$ cat config.mk
export PLATFORM = sky130hd
export DESIGN_NAME = conv_dec
export DESIGN_NICKNAME = d
export VERILOG_FILES = /design/src/rtl/conv_dec.sv
export SDC_FILE = /design/constraint.sdc
export NUM_CORES = 1
export LEC_CHECK = 0
export ABC_CLOCK_PERIOD_IN_PS = 15230
export BUFFER_PORTS_ARGS = -buffer_cell sky130_fd_sc_hd__buf_2
export CAP_MARGIN = 20
export CORE_MARGIN = 2
export CORE_UTILIZATION = 49
export CTS_BUF_LIST = sky130_fd_sc_hd__clkbuf_2
export DETAILED_ROUTE_END_ITERATION = 16
export PLACE_DENSITY = 0.67
export SYNTH_ARGS = -nofsm -noshare
export SYNTH_HDL_FRONTEND = slang
export SYNTH_SLANG_ARGS = --single-unit
$ cat constraint.sdc
create_clock -name clk -period 15.23 [get_ports clk]
set_input_delay 0.7615 -clock clk [delete_from_list [all_inputs] [get_ports clk]]
set_output_delay 0.7615 -clock clk [all_outputs]
set_load 0.1 [all_outputs]
$ cat src/rtl/conv_dec.sv
// conv_dec: hard-decision Viterbi decoder for a rate-1/2 convolutional code with
// loadable generator masks, register-exchange survivors and saturating path metrics.
module conv_dec #(
  parameter int N = 4,
  parameter int D = 16,
  parameter int M = 6
) (
  input  logic         clk,
  input  logic         reset,
  input  logic [1:0]   load_mask,
  input  logic [N-1:0] mask,
  input  logic         valid_in,
  input  logic [1:0]   sym_in,
  output logic         data_out,
  output logic         valid_out
);
  localparam int S  = 1 << (N - 1);
  localparam int CW = $clog2(D + 1);
  localparam logic [M-1:0]  PM_MAX   = '1;
  localparam logic [CW-1:0] CNT_FULL = CW'(D);
  localparam logic [CW-1:0] CNT_LAST = CW'(D - 1);

  logic [N-1:0]  mask0, mask1;
  logic [M-1:0]  pm        [S];
  logic [D-1:0]  surv      [S];
  logic [CW-1:0] cnt;

  logic [M-1:0]  cand      [S];
  logic [M-1:0]  pm_next   [S];
  logic [D-1:0]  surv_next [S];
  logic [M-1:0]  mn;
  logic          best_bit;

  function automatic logic [1:0] expected_sym(input logic [N-1:0] h,
                                              input logic [N-1:0] m0,
                                              input logic [N-1:0] m1);
    return {^(m1 & h), ^(m0 & h)};
  endfunction

  function automatic logic [1:0] branch_metric(input logic [1:0] rx, input logic [1:0] ex);
    logic [1:0] d;
    d = rx ^ ex;
    return {1'b0, d[1]} + {1'b0, d[0]};
  endfunction

  function automatic logic [M-1:0] sat_add(input logic [M-1:0] a, input logic [1:0] bm);
    logic [M:0] sum;
    sum = {1'b0, a} + {{(M-1){1'b0}}, bm};
    return sum[M] ? PM_MAX : sum[M-1:0];
  endfunction

  // NOTE: masks are configuration, not trace state: no reset, and loads still
  // happen while the trellis is held in reset.
  always_ff @(posedge clk) begin
    if (load_mask[0]) mask0 <= mask;
    if (load_mask[1]) mask1 <= mask;
  end

  // Add-compare-select over every next state; ties keep the even predecessor.
  always_comb begin : acs
    logic [N-2:0] nsv, sp0, sp1;
    logic         b, sel, found;
    logic [M-1:0] c0, c1;
    // NOTE: every variable gets a default before the loops so no latch is
    // inferred; mn and found are running accumulators, hence blocking '='.
    nsv = '0; sp0 = '0; sp1 = '0;
    b = 1'b0; sel = 1'b0; found = 1'b0;
    c0 = '0; c1 = '0;
    mn = PM_MAX;
    best_bit = 1'b0;
    for (int ns = 0; ns < S; ns++) begin
      nsv = (N-1)'(ns);
      b   = nsv[N-2];
      sp0 = {nsv[N-3:0], 1'b0};
      sp1 = {nsv[N-3:0], 1'b1};
      c0  = sat_add(pm[sp0], branch_metric(sym_in, expected_sym({b, sp0}, mask0, mask1)));
      c1  = sat_add(pm[sp1], branch_metric(sym_in, expected_sym({b, sp1}, mask0, mask1)));
      sel = (c1 < c0);
      cand[ns]      = sel ? c1 : c0;
      surv_next[ns] = {(sel ? surv[sp1][D-2:0] : surv[sp0][D-2:0]), b};
      if (cand[ns] < mn) mn = cand[ns];
    end
    for (int ns = 0; ns < S; ns++) begin
      pm_next[ns] = cand[ns] - mn;
      if (!found && cand[ns] == mn) begin
        found    = 1'b1;
        best_bit = surv_next[ns][D-1];
      end
    end
  end

  always_ff @(posedge clk or negedge reset) begin
    if (!reset) begin
      for (int s = 0; s < S; s++) begin
        pm[s]   <= (s == 0) ? '0 : PM_MAX;
        surv[s] <= '0;
      end
      cnt       <= '0;
      data_out  <= 1'b0;
      valid_out <= 1'b0;
    end else if (valid_in) begin
      for (int s = 0; s < S; s++) begin
        pm[s]   <= pm_next[s];
        surv[s] <= surv_next[s];
      end
      cnt       <= (cnt == CNT_FULL) ? cnt : cnt + 1'b1;
      valid_out <= (cnt >= CNT_LAST);
      data_out  <= best_bit;
    end else begin
      valid_out <= 1'b0;
    end
  end

endmodule
==> out/metrics.json, run 1 <==
{
  "cp-end-kind": "flip-flop",
  "initial_drc_count": 875,
  "postLayoutCellArea_um2": 17100,
  "holdWs_ps": 125,
  "drt-wirelength-per-cell_um": 19.4,
  "cts-root-buf": "clkbuf_2",
  "standard_cell_rows": 63,
  "grt_pass1_vias": 12200,
  "cts_inserted_buffers": 17,
  "post_route_cells_drive_above_1_share_pct": 22.0,
  "timing.max_slew.rel_slack_pct": 25.8,
  "min_delay_worst_type": "input port to flip-flop",
  "fill_cells": 2704,
  "setup_slack_ps": 341,
  "postRouteAntennaNets": 0,
  "final.period_utilization_pct": 97.8,
  "register_area_um2": 4300,
  "grt_max_degree": 136,
  "numPlacedInstances": 2156,
  "worst_slew_pin_slew_ps": 1110,
  "status": "complete, no violations",
  "start_util_pct": 49.9,
  "finish.cell_count_without_fillers": 2239,
  "clock_insertion_delay_worst_skew_ps": 790,
  "die_height_um": 178,
  "synth-seq-area-share_pct": 28.9,
  "gr-usage-all-layers_pct": 27.3,
  "core-area_um2": 29800,
  "buffer_levels_on_the_longest_clock_path": 2,
  "drc": 0,
  "synthesis.instances": 1742,
  "finalWeightedCongestion": 0.984,
  "timing.clock.skew_ps": 47.4,
  "setup.worst_path.class": "flip-flop to flip-flop",
  "synthArstFlopShare_pct": 95.2,
  "synth_edf_count": 8,
  "max_stage_delay_ps": 620,
  "maxCapViolations": 0,
  "dp.final_hpwl_um": 33500,
  "synth_seq_cells": 168,
  "critical-path-slowest-cell": "edfxtp_1",
  "num_io_pins": 13,
  "pre_cts_ws_ps": -313,
  "fmax_ghz": 0.0672,
  "hold_viol_final": 0,
  "drt_first_pass_iters": 5,
  "worstPathRequired_ps": 15920,
  "setup_viol": 0,
  "number_of_antenna_violations_at_the_first_check_in_global_routing": 2,
  "multiInputGateArea_um2": 10500,
  "area.growth.synth_to_final_pct": 15.3,
  "crit_fanout": 7,
  "syn_area_um2": 14900,
  "grt_setup_unrepaired": "true",
  "nets": 1989,
  "report.final.slew_viol_count": 0,
  "drt-vias-per-instance": 5.83,
  "totalWireLength_um": 43400,
  "die_w_um": 178,
  "final.min_clock_period_ps": 14890,
  "cell_variety_after_synth": 89,
  "buffer_ports.inserted": 12,
  "vias": 13100,
  "clock-sinks": 168,
  "yosysWarnings": 0,
  "crit_arrival_ps": 15580,
  "grt-ovfl-total": 0,
  "instance_area_at_placement_um2": 15900,
  "ctsHtreeMaxLevel": 4,
  "worstSetupStartpointType": "flip-flop",
  "cts_tree": "done",
  "syn_nets": 1897,
  "grt_first_pass_wirelength_um": 66600,
  "synth_ff_type": "dfrtp_1",
  "avgSynthCellArea_um2": 8.54,
  "worst_setup_hold_path_clk_slew_ps": 290,
  "die_area_um2": 31800
}
## cell families after synthesis
family          Yosys count  share of synthesized area, %
compound gates          448                          19.0
buf+inv                 203                          5.39
xor+xnor                104                          6.13
mux                     164                          11.5
fa+ha+maj               146                          13.5
simple gates            509                          15.7
flops                   168                          28.9
## synthesized netlist by cell type, types with 3 or more instances
master	n	area (um2)
a2111o_1	4	45.0
a211o_1	3	26.3
a211oi_1	8	60.1
a21boi_0	3	22.5
a21o_1	35	263
a21oi_1	193	966
a22oi_1	3	22.5
a31o_2	8	70.1
a31oi_1	13	81.3
a41oi_1	3	26.3
and2_1	7	43.8
and3_1	18	113
and4_1	3	26.3
buf_1	13	48.8
buf_4	4	30.0
buf_6	3	33.8
clkbuf_1	56	210
dfrtp_1	118	2950
dfstp_2	42	1100
edfxtp_1	8	240
fa_1	24	480
ha_1	120	1500
inv_1	124	465
mux2_2	41	462
mux2i_1	122	1220
nand2_1	103	387
nand2b_1	30	188
nand3_1	64	320
nand3b_1	4	30.0
nand4_1	8	50.1
nor2_1	210	788
nor2b_1	19	119
nor3_1	18	90.1
o211ai_1	10	75.1
o21a_1	8	60.1
o21ai_0	84	420
o21ai_1	6	30.0
o22ai_1	13	81.3
o2bb2ai_1	3	26.3
o31ai_1	6	45.0
or2_2	9	56.3
or3_1	7	43.8
xnor2_1	74	648
xor2_1	30	263
## per-layer routing
metal / GRT usage (%) / share of wire [%] / up-vias / routed length [um]
li1: - / - / 6337 / -
met1: 37.5 / 46 / 6343 / 19800
met2: 44.7 / 47 / 308 / 20300
met3: 3.96 / 4.5 / 65 / 1930
met4: 8.54 / 3.0 / 0 / 1290
met5: 0 / 0 / - / 0
## what timing repair did
action	in CTS	in global routing
gates cloned	0	1
resized for setup	2	124
pin swaps	1	61
endpoints found under the hold margin	1	0
buffers inserted	7	40
setup endpoints to repair	1	42
hold buffers	1	0
## through the flow
step           TNS (ps)  utilization, %
6_report              0            57.5
4_1_cts               0            54.5
3_3_place_gp      -32.9            53.4
2_1_floorplan         0               -
3_5_place_dp       -992            53.4
5_1_grt           -3950            57.5
## final timing paths
path	startpoint	end	slack (ps)	cells after the start
setup / recovery	mask0[0]$_DFFE_PP_	pm[17]$_DFFE_PN1P_	340	79
hold / removal	mask[2]	mask1[2]$_DFFE_PP_	130	1
setup reg to reg	mask0[0]$_DFFE_PP_	pm[17]$_DFFE_PN1P_	340	79
hold reg to reg	surv[0]$_DFFE_PN0P_	surv[0]$_DFFE_PN0P_	500	1
max in group asynchronous	reset	surv[3]$_DFFE_PN0P_	13190	3
min in group asynchronous	reset	pm[42]$_DFFE_PN0P_	610	2
## cells in the final DEF, fill, tap and decap left out, types with 18 or more instances in the layout
cell type	instances
nor2_1	197
a21oi_1	178
buf_4	130
inv_1	122
dfrtp_1	118
mux2i_1	117
ha_1	104
nand2_1	96
o21ai_0	73
xnor2_1	72
nand3_1	57
dfstp_2	42
mux2_2	37
a21o_1	34
xor2_1	29
nand2b_1	28
fa_1	22
nor2b_1	18
clkbuf_2	18
## area by class of cell
class,instances,area share (%)
clock buffers,18,0.525
multi-input cells,1371,61.1
repair inverters,1,0.0511
inverters,125,2.82
repair buffers,150,6.70
well taps,390,2.85
flip-flops and latches,168,25.1
clock inverters,14,0.868
diodes,2,0.0292
## registers in the layout, summed over array words and instances (netlist names)
register   count
cnt            5
surv         105
valid_out      1
pm            48
data_out       1
mask1          4
mask0          4
## worst max-delay path, delay by kind of cell, from the launching register on
family / cells / cell delay [ps]
compound gates: 31 / 5690
simple gates: 22 / 3110
fa+ha+maj: 11 / 2970
buf+inv: 9 / 970
mux: 3 / 760
flops: 1 / 620
xor+xnor: 3 / 610
Power of run 1 is not shown: default switching activity piles up to over one toggle a cycle in this logic, so the estimate is an artifact.
==> inputs of run 2 (changes only) <==
Settings changed: PLACE_DENSITY 0.67 to unset, PLACE_DENSITY_LB_ADDON set to 0.2, SKIP_CTS_REPAIR_TIMING set to 1.
==> out/metrics.json, run 2 (synthesis results as in run 1) <==
{
  "final.min_clock_period": {"value": 14740, "unit": "ps", "change": "-146 ps"},
  "timing.clock.skew": {"value": 74.0, "unit": "ps", "change": "+26.6 ps"},
  "cp-end-kind": "flip-flop",
  "critical_path.most_common_cell": "ha_1",
  "clock_insertion_delay_worst_skew": {"value": 830, "unit": "ps", "change": "+40 ps"},
  "ctsHtreeMaxLevel": {"value": 4, "change": "unchanged"},
  "most_utilized_layer_in_the_global_route_result": "met2",
  "hold_path.startpoint": "mask[0]",
  "grt_first_pass_wirelength": {"value": 65400, "unit": "um", "change": "-1.9%"},
  "grt_max_degree": {"value": 165, "change": "+21%"},
  "start_util": {"value": 49.9, "unit": "%", "change": "unchanged"},
  "finish.cell_count_without_fillers": {"value": 2194, "change": "-2.0%"},
  "drt-wirelength-per-cell": {"value": 19.4, "unit": "um", "change": "about the same"},
  "drc": {"value": 0, "change": "unchanged"},
  "vias": {"value": 12800, "change": "-1.9%"},
  "r2r_cells": {"value": 77, "change": "-2.5%"},
  "report.final.slew_viol_count": {"value": 0, "change": "unchanged"},
  "die_area": {"value": 31800, "unit": "um2", "change": "unchanged"},
  "totalWireLength": {"value": 42500, "unit": "um", "change": "-2.0%"},
  "layout.cells.most_common_list": "201 x nor2_1, 180 x a21oi_1, 122 x inv_1, 118 x mux2i_1, 118 x dfrtp_1",
  "min_to": "mask1[0]$_DFFE_PP_",
  "crit_arrival": {"value": 15530, "unit": "ps", "change": "-50 ps"},
  "largest_register_ffs": {"value": 105, "change": "unchanged"},
  "gr-usage-all-layers": {"value": 26.8, "unit": "%", "change": "-0.52 points"},
  "core-area": {"value": 29800, "unit": "um2", "change": "unchanged"},
  "fmax": {"value": 0.0678, "unit": "GHz", "change": "+0.99%"},
  "num_io_pins": {"value": 13, "change": "unchanged"},
  "finalWeightedCongestion": {"value": 0.991, "change": "+0.68%"},
  "cts-root-buf": "clkbuf_2",
  "crit_fanout": {"value": 9, "change": "+2"},
  "clock-sinks": {"value": 168, "change": "unchanged"},
  "r2r_start": "mask1[0]$_DFFE_PP_",
  "worstSetupStartpointType": "flip-flop",
  "initial_drc_count": {"value": 892, "change": "+1.9%"},
  "die_height": {"value": 178, "unit": "um", "change": "unchanged"},
  "timing.max_slew.rel_slack": {"value": 26.4, "unit": "%", "change": "+0.57 points"},
  "setup_viol": {"value": 0, "change": "unchanged"},
  "worstPathRequired": {"value": 16020, "unit": "ps", "change": "+100 ps"},
  "min_delay_worst_type": "input port to flip-flop",
  "hold_viol_final": {"value": 0, "change": "unchanged"},
  "area.growth.synth_to_final_pct": 11.7,
  "numPlacedInstances": {"value": 2136, "change": "-0.93%"},
  "min_path_cells": {"value": 1, "change": "unchanged"},
  "largestRegisters": "surv x105, pm x48, cnt x5",
  "max_stage_delay": {"value": 600, "unit": "ps", "change": "-20 ps"},
  "drt-vias-per-instance": {"value": 5.83, "change": "about the same"},
  "nets": {"value": 1945, "change": "-2.2%"},
  "worst_setup_hold_path_clk_slew": {"value": 330, "unit": "ps", "change": "+40 ps"},
  "drt_first_pass_iters": {"value": 5, "change": "unchanged"},
  "postRouteAntennaNets": {"value": 0, "change": "unchanged"},
  "post_route_cells_drive_above_1_share": {"value": 18.5, "unit": "%", "change": "-3.5 points"},
  "buffer_levels_on_the_longest_clock_path": {"value": 2, "change": "unchanged"},
  "status": "complete, no violations",
  "global_route.usage.met3": {"value": 3.73, "unit": "%", "change": "-0.23 points"},
  "fill_cells": {"value": 2785, "change": "+3.0%"},
  "maxCapViolations": {"value": 0, "change": "unchanged"},
  "ff2ff_setup_slack": {"value": 490, "unit": "ps", "change": "+150 ps"},
  "cts_tree": "done",
  "setup.worst_path.class": "flip-flop to flip-flop",
  "worst_slew_pin_slew": {"value": 1100, "unit": "ps", "change": "-8.59 ps"},
  "dp.final_hpwl": {"value": 32300, "unit": "um", "change": "-3.8%"},
  "postLayoutCellArea": {"value": 16600, "unit": "um2", "change": "-3.2%"},
  "r2r-end": "data_out$_DFFE_PN0P_",
  "groute.layer.met1.usage": {"value": 36.7, "unit": "%", "change": "-0.75 points"},
  "die_w": {"value": 178, "unit": "um", "change": "unchanged"},
  "critical-path-slowest-cell": "edfxtp_1",
  "instance_area_at_placement": {"value": 15800, "unit": "um2", "change": "-0.90%"},
  "final.period_utilization": {"value": 96.8, "unit": "%", "change": "-0.96 points"},
  "grt_pass1_vias": {"value": 12100, "change": "-1.1%"},
  "buffer_ports.inserted": {"value": 12, "change": "unchanged"},
  "cts_inserted_buffers": {"value": 17, "change": "unchanged"},
  "layout_commonest_cell": "nor2_1",
  "largest-register": "surv",
  "grt-ovfl-total": {"value": 0, "change": "unchanged"},
  "number_of_antenna_violations_at_the_first_check_in_global_routing": {"value": 1, "change": "-1"},
  "standard_cell_rows": {"value": 63, "change": "unchanged"},
  "gr-usage-met2": {"value": 43.4, "unit": "%", "change": "-1.3 points"}
}
==> run 2: cell count changes in the layout (fill, tap and decap cells not counted), moves of 3 or more <==
cell | before | now
buf_4 | 130 | 90
and3_4 | 5 | 0
nor2_2 | 11 | 8
and3_1 | 13 | 18
mux2_2 | 37 | 40
nand3_1 | 57 | 61
buf_6 | 7 | 3
a21oi_2 | 13 | 9
nor2_1 | 197 | 201
inv_6 | 1 | 4
o41ai_2 | 3 | 0
mux2_4 | 4 | 1
==> run 2: worst max path at each step <==
| stage | from | to | cells after the start |
|---|---|---|---|
| finish | mask1[0]$_DFFE_PP_ | data_out$_DFFE_PN0P_ | 77 |
| global route | mask1[0]$_DFFE_PP_ | data_out$_DFFE_PN0P_ | 78 |
| CTS | mask1[0]$_DFFE_PP_ | data_out$_DFFE_PN0P_ | 75 |
| detailed placement | sym_in[1] | data_out$_DFFE_PN0P_ | 76 |
| global placement | sym_in[1] | data_out$_DFFE_PN0P_ | 75 |
| floorplan | sym_in[0] | data_out$_DFFE_PN0P_ | 82 |
==> run 2: through the flow <==
stage,worst slack (ps),setup TNS [ps],hold slack [ps],utilization [%]
after floorplan,20.9,0,439,-
after global placement,-92.4,-92.4,452,52.9
after detailed placement,-483,-3500,458,52.9
after CTS,-166,-235,-45.9,53.6
after global routing,-233,-995,95.6,55.7
final,487,0,169,55.7
==> run 2: layout make-up <==
| class | instances | area [um2] | area share, % |
|---|---|---|---|
| flip-flops and latches | 168 | 4300 | 25.9 |
| clock inverters | 14 | 121 | 0.731 |
| diodes | 2 | 5.00 | 0.0301 |
| multi-input cells | 1371 | 10300 | 62.0 |
| clock buffers | 17 | 85.1 | 0.512 |
| well taps | 390 | 488 | 2.94 |
| repair buffers | 107 | 823 | 4.96 |
| inverters | 125 | 482 | 2.90 |
==> run 2: routing by layer <==
metal | share of wire, % | vias up
met5 | 0 | -
met4 | 3.1 | 0
met3 | 4.2 | 67
met2 | 47 | 312
met1 | 46 | 6197
li1 | - | 6223
==> run 2: worst max-delay path: cells and delay by family (launching register included) <==
| kind | cells | cell delay, ps |
|---|---|---|
| AOI/OAI and AO/OA | 31 | 5550 |
| xor gates and xnor gates | 2 | 410 |
| adders and majority gates | 11 | 2950 |
| buffers and inverters | 6 | 560 |
| DFF | 1 | 600 |
| muxes | 4 | 1210 |
| and+or+nand+nor | 23 | 3420 |
Power of run 2 is left out for the same reason.
